==> config.mk <==
export PLATFORM = sky130hd
export DESIGN_NAME = seq_shifter
export DESIGN_NICKNAME = d
export VERILOG_FILES = /design/src/rtl/seq_shifter.sv
export SDC_FILE = /design/constraint.sdc
export NUM_CORES = 1
export LEC_CHECK = 0
export BUFFER_PORTS_ARGS = -buffer_cell sky130_fd_sc_hd__buf_2
export CORE_MARGIN = 2
export CORE_UTILIZATION = 30
export CTS_CLUSTER_DIAMETER = 60
export DETAILED_ROUTE_END_ITERATION = 8
export MAX_ROUTING_LAYER = met4
export PLACE_DENSITY = 0.51
export SLEW_MARGIN = 20
export SYNTH_ARGS = -nofsm -noshare
export SYNTH_HDL_FRONTEND = slang
export SYNTH_SLANG_ARGS = --single-unit
export TNS_END_PERCENT = 20
==> constraint.sdc <==
create_clock -name clk -period 8.99 [get_ports clk]
set_input_delay 0.4495 -clock clk [delete_from_list [all_inputs] [get_ports clk]]
set_output_delay 0.4495 -clock clk [all_outputs]
set_load 0.01 [all_outputs]
==> src/rtl/seq_shifter.sv <==
// seq_shifter: multi-cycle shift/rotate unit shifting STEP bits per clock with a done pulse.
// Optional registered result-is-zero flag enabled by defining SEQ_SHIFT_ZERO_FLAG_EN.
module seq_shifter #(
  parameter int WIDTH = 32,
  parameter int SHW   = $clog2(WIDTH),
  parameter int STEP  = 1
) (
  input  logic             clk,
  input  logic             reset,
  input  logic             start,
  input  logic [1:0]       mode,
  input  logic [WIDTH-1:0] a,
  input  logic [SHW-1:0]   shamt,
  output logic             busy,
  output logic             done,
  output logic [WIDTH-1:0] y
`ifdef SEQ_SHIFT_ZERO_FLAG_EN
  ,
  output logic             zero
`endif
);
  typedef enum logic [1:0] {IDLE, SHIFT, DONE} state_t;
  state_t state, state_nx;
  logic [SHW-1:0] rem, rem_nx, k;
  logic [1:0] mode_q;
  logic [WIDTH-1:0] y_nx, sra, shifted;
  // STEP may equal WIDTH; its truncated form is then never selected since rem < WIDTH
  always_comb k = (int'(rem) < STEP) ? rem : SHW'(STEP);
  assign sra = $signed(y) >>> k;
  always_comb begin
    shifted = mode_q == 2'b00 ? y << k :
              mode_q == 2'b01 ? y >> k :
              mode_q == 2'b10 ? sra :
              (y >> k) | (y << (WIDTH - int'(k)));
  end
  always_ff @(posedge clk or negedge reset) begin
    if (!reset) state <= IDLE;
    else state <= state_nx;
  end
  always_ff @(posedge clk or negedge reset) begin
    if (!reset) begin
      rem    <= '0;
      mode_q <= '0;
      y      <= '0;
    end else begin
      rem <= rem_nx;
      y   <= y_nx;
      if (state == IDLE && start) mode_q <= mode;
    end
  end
  always_comb begin
    state_nx = state == IDLE  ? (start ? (shamt != '0 ? SHIFT : DONE) : IDLE) :
               state == SHIFT ? (rem == k ? DONE : SHIFT) : IDLE;
    rem_nx   = state == IDLE && start ? shamt : state == SHIFT ? rem - k : rem;
    y_nx     = state == IDLE && start ? a : state == SHIFT ? shifted : y;
  end
  always_comb begin
    busy = state == SHIFT;
    done = state == DONE;
  end
`ifdef SEQ_SHIFT_ZERO_FLAG_EN
  always_ff @(posedge clk or negedge reset) begin
    if (!reset) zero <= 1'b0;
    else if (state_nx == DONE) zero <= y_nx == '0;
  end
`endif
endmodule
Word-level counts from Yosys, hierarchy flattened

Index checks and enable logic that the tools add are counted.

Bits of input ports: 42
Logic and storage cells: 35
Register bits after elaboration: 41
Output and inout port bits: 34

$lt $le $gt $ge: 1
Shift-type cells: 4
Reductions and logical operators: 5
Mux-type cells: 13
Bitwise gates (word level): 1
Equality and inequality tests: 5
Add/sub/neg operators: 2

Operators with widths:

| operator                                                                      | number |
|---|---|
| 32-bit two-way mux                                                            | 5 |
| 32-bit OR                                                                     | 1 |
| 32-bit by 32-bit << shifter with 32-bit output                                | 1 |
| 32-bit by 5-bit << shifter with 32-bit output                                 | 1 |
| 32-bit by 5-bit >> shifter with 32-bit output                                 | 1 |
| 32-bit by 5-bit >>> shifter with 32-bit output                                | 1 |
| 5-bit two-way mux                                                             | 3 |
| 2-bit two-way mux                                                             | 5 |
| 6-bit by 5-bit subtractor with 7-bit output (first input constant)            | 1 |
| 5-bit equality test                                                           | 1 |
| 5-bit by 1-bit less-than comparator with 1-bit output (second input constant) | 1 |
| 5-bit nonzero test                                                            | 1 |
| 5-bit subtractor                                                              | 1 |
| 2-bit by 1-bit equality test with 1-bit output (second input constant)        | 2 |
| 2-bit equality test (second input constant)                                   | 2 |
| 2-bit logical NOT                                                             | 2 |
| 2-bit nonzero test                                                            | 1 |
| 1-bit logical AND                                                             | 1 |

Longest topological paths before layout

Depth after elaboration: 10
Gate-level depth with buffers: 12
Mapped depth without buffers: 9

Worst setup path after synthesis

OpenSTA, ideal clock, no wires.

Path kind: register to register
Start point: register rem[2]
End point: register y[29]
Cell stages (with the launch flop): 12
Library setup time: 143 ps
Path buffers: 3
Period minus slack after synthesis: 2872 ps
Arrival time: 2729 ps
Data required time: 8847 ps
Slack: 6118 ps
Cell sequence: dfrtp_1 or3_1 or3_1 inv_1 buf_2 ha_1 clkbuf_1 buf_1 nand3_1 o21ai_0 a2111oi_0 o22ai_1

Longest elaborated chain between the ends: 10
Elaborated cells between the ends (all ways): 13
Those cells by class: add/sub: 1; order compare: 1; shift: 4; mux: 6; bitwise: 1

Ends and longest elaborated chain:

| item                                                  | RTL line | RTL |
|---|---|---|
| start, declared                                       | 24       | `logic [SHW-1:0] rem, rem_nx, k;` |
| start signal, assigned                                | 46       | `rem <= rem_nx;` |
| 5-bit by 1-bit less-than comparator with 1-bit output | 28       | `always_comb k = (int'(rem) < STEP) ? rem : SHW'(STEP);` |
| 5-bit two-way mux *                                   | 28       |  |
| 6-bit by 5-bit subtractor with 7-bit output           | 34       | `(y >> k) \| (y << (WIDTH - int'(k)));` |
| 32-bit by 32-bit << shifter with 32-bit output        | 34       |  |
| 32-bit OR                                             | 34       |  |
| 32-bit two-way mux                                    | 33       | `mode_q == 2'b10 ? sra :` |
| 32-bit two-way mux                                    | 32       | `mode_q == 2'b01 ? y >> k :` |
| 32-bit two-way mux *                                  | 31       | `shifted = mode_q == 2'b00 ? y << k :` |
| 32-bit two-way mux * (2 in a row)                     | 55       | `y_nx = state == IDLE && start ? a : state == SHIFT ? shifted : y;` |
| end signal, assigned                                  | 47       | `y <= y_nx;` |
| end, declared                                         | 16       | `output logic [WIDTH-1:0] y` |

Mark *: on every way between the ends. The rest lies on a longest branch, timed or not. The select of a mux whose other input is x is not followed.
A chain may end at the register's enable or synchronous reset.

Worst setup path after layout

Start point: register rem[2]
End point: register y[31]

The elaborated chain is that of the path after synthesis.

==> impl_metrics.json <==
{
  "initial_core_util": 0.304,
  "synth_seq_cells": 41,
  "cp.arrival_ns": 3.93,
  "r2r-end": "y[31]$_DFFE_PN0P_",
  "min_path_type": "in -> async",
  "cp-end-kind": "flip-flop",
  "cts_hold_buf": 0,
  "synth_simple_gate_area_frac": 0.173,
  "hpwl_um": 7640,
  "dp.cells": 577,
  "placed_area_sq_um": 3540,
  "cts_made_buffers": 5,
  "switching_share": 0.492,
  "synth_ff_type": "dfrtp_1",
  "timing.final.setup_violations": 0,
  "cts_resized": 0,
  "grt_setup_unrepaired": "no",
  "final_cell_mix": "buf_2, nand2_1, o21ai_0",
  "period_share": 0.416,
  "worstMarginPinSlew_ns": 1.08,
  "slew_violations": 0,
  "syn2layout_area_growth_pct": 18.0,
  "synth_top_area_cell": "dfrtp_1",
  "cts_buffer_depth": 2,
  "synth.area.mux_share": 0.0933,
  "syn_nets": 443,
  "final_nets": 493,
  "antenna_found_initial": 0,
  "final.fill_count": 1132,
  "clkPwrFrac": 0.116,
  "dr.pass1.iters": 4,
  "critPathRequiredTime_ns": 9.18,
  "cp-start-kind": "flip-flop",
  "clock_latency_ns": 0.31,
  "finClkSkew_ns": 0.00942,
  "post_cts.repair.setup_buffers": 0,
  "max_cap_viol_count": 0,
  "gp_congestion": 0.942,
  "grt_use_total": 0.207,
  "power.internal_w": 0.000711,
  "tritoncts": "done",
  "clk_pin_slew_ns": 0.09,
  "ios": 76,
  "drt_iter0_drc": 287,
  "cts_root_buf": "clkbuf_8",
  "mostFrequentLayoutCell": "buf_2",
  "layout-drive-gt1-share": 0.209,
  "grt_overflow": 0,
  "die-width_um": 106,
  "p_comb_frac": 0.545,
  "dieArea_sq_um": 11200,
  "hold_ws_ns": 0.136,
  "finalPower_w": 0.00140,
  "drc_errors": 0,
  "status": "finished, final reports clean",
  "hold_viol_final": 0,
  "fin_area_sq_um": 3660,
  "rows": 37,
  "p_seq_frac": 0.339,
  "r2r_cells": 9,
  "drt-total-wl_um": 11200,
  "port_buffers": 75,
  "path_class": "reg -> reg",
  "max_freq_ghz": 0.267,
  "die_h_um": 106,
  "netlist_instances": 398,
  "cts_sinks": 41,
  "synth_compound_area_frac": 0.331,
  "p_per_area_nw_per_um2": 383,
  "switching_power_w": 0.000689,
  "syn_avg_cell_area_sq_um": 7.79,
  "grt_pass1_wl_um": 17700,
  "synthAdderAreaFrac": 0.0121,
  "synth-edff-count": 0,
  "h-tree-depth": 2,
  "yosysTopAreaCellShare": 0.331,
  "maxSlewHeadroom": 0.275,
  "ant_nets": 0,
  "detail_route.wl_per_cell_um": 19.1,
  "dr_total_vias": 3289,
  "grt_pass1_vias": 3173,
  "path_max_fanout": 38,
  "final_cells": 585,
  "min_period_ns": 3.74,
  "ir_worst_vdd_uv": 125,
  "synth_top_family_by_area": "compound AO/OA/AOI/OAI gates",
  "core_area_sq_um": 10200,
  "synth-xor-area-share": 0,
  "yosysWarnings": 0,
  "synthArstFlopShare": 1.00,
  "fin_setup_tns_ns": 0,
  "r2r_slack_ns": 5.25,
  "ys_types": 43,
  "syn_area_sq_um": 3100,
  "timing.rr.start": "rem[2]$_DFFE_PN0P_",
  "p_leak_nw": 1.60,
  "antennaDiodeCount": 0,
  "vias_per_cell": 5.62,
  "synthTopCellsByArea": "dfrtp_1, o21ai_0, mux2i_1, nand2_1, a21oi_1",
  "synth-seq-area-share": 0.331,
  "grt_start_max_net_pins": 48
}
registers in the layout, summed over array words and instances, names as in the netlist:
| signal | flops |
|---|---|
| mode_q | 2 |
| state | 2 |
| y | 32 |
| rem | 5 |
stage by stage:
stage | setup slack [ns] | util
5_1_grt | 5.08 | 0.359
4_1_cts | 5.27 | 0.359
3_5_place_dp | 5.28 | 0.347
6_report | 5.25 | 0.359
2_1_floorplan | 6.12 | -
3_3_place_gp | 5.38 | 0.347
cell usage after synthesis (all sizes together), types with 3 or more instances:
library cell  instances
a21oi                32
a221oi                3
a22o                  4
a22oi                10
a311oi                4
buf                   7
clkbuf               29
dfrtp                41
ha                    3
inv                  11
mux2                  3
mux2i                21
nand2                45
nand2b                8
nand3                13
nor2                 33
nor3                  8
nor3b                 3
o211ai               14
o21ai                46
o221ai                3
o22a                 14
o22ai                18
or3                   4
critical path, stage by stage (launching register included):
cell	delay [ns]
dfrtp_1	0.43
or3_1	0.40
or3_1	0.31
buf_4	0.26
inv_1	0.38
ha_1	0.69
inv_1	0.24
mux4_2	0.51
a311oi_1	0.28
o21ai_0	0.10
routing by layer:
layer	vias up	global-route usage	share of wire
met4	0	0.0620	0.015
met3	14	0.0278	0.064
li1	1578	-	-
met5	-	-	0
met1	1576	0.274	0.45
met2	121	0.330	0.48
logic make-up (layout without fill, tap and decap cells):
| kind of cell | count (synthesis) | in the layout |
|---|---|---|
| AND/OR/NAND/NOR | 120 | 120 |
| buffers and inverters | 47 | 98 |
| flip-flops | 41 | 41 |
| other | 1 | 1 |
| multiplexers | 26 | 26 |
| adder cells (fa/ha/maj) | 3 | 3 |
| AO/OA/AOI/OAI | 160 | 160 |
how the worst max path moves through the flow:
stage	startpoint	endpoint	cells past startpoint
final	rem[2]$_DFFE_PN0P_	y[31]$_DFFE_PN0P_	9
after global routing	rem[2]$_DFFE_PN0P_	y[31]$_DFFE_PN0P_	9
after CTS	rem[2]$_DFFE_PN0P_	y[31]$_DFFE_PN0P_	9
after detailed placement	rem[2]$_DFFE_PN0P_	y[31]$_DFFE_PN0P_	9
after global placement	rem[2]$_DFFE_PN0P_	y[31]$_DFFE_PN0P_	9
after floorplan	rem[2]$_DFFE_PN0P_	y[29]$_DFFE_PN0P_	11
final cells by class:
type	instances	area [sq um]	share of cell area
Multi-Input combinational cell	310	1900	0.518
Timing Repair Buffer	79	408	0.112
Inverter	11	41.3	0.0113
Clock inverter	1	30.0	0.00821
Sequential cell	41	1030	0.281
Tap cell	136	170	0.0465
Clock buffer	7	86.3	0.0236
power groups by stage:
stage	sequential (W)	clock [W]	combinational, W
2_1_floorplan	0.000432	0	0.000529
3_3_place_gp	0.000474	0	0.000755
3_5_place_dp	0.000477	0	0.000760
4_1_cts	0.000473	0.000164	0.000763
5_1_grt	0.000495	0.000172	0.000858
6_report	0.000474	0.000162	0.000763
Power figures use the tool's default switching activity.
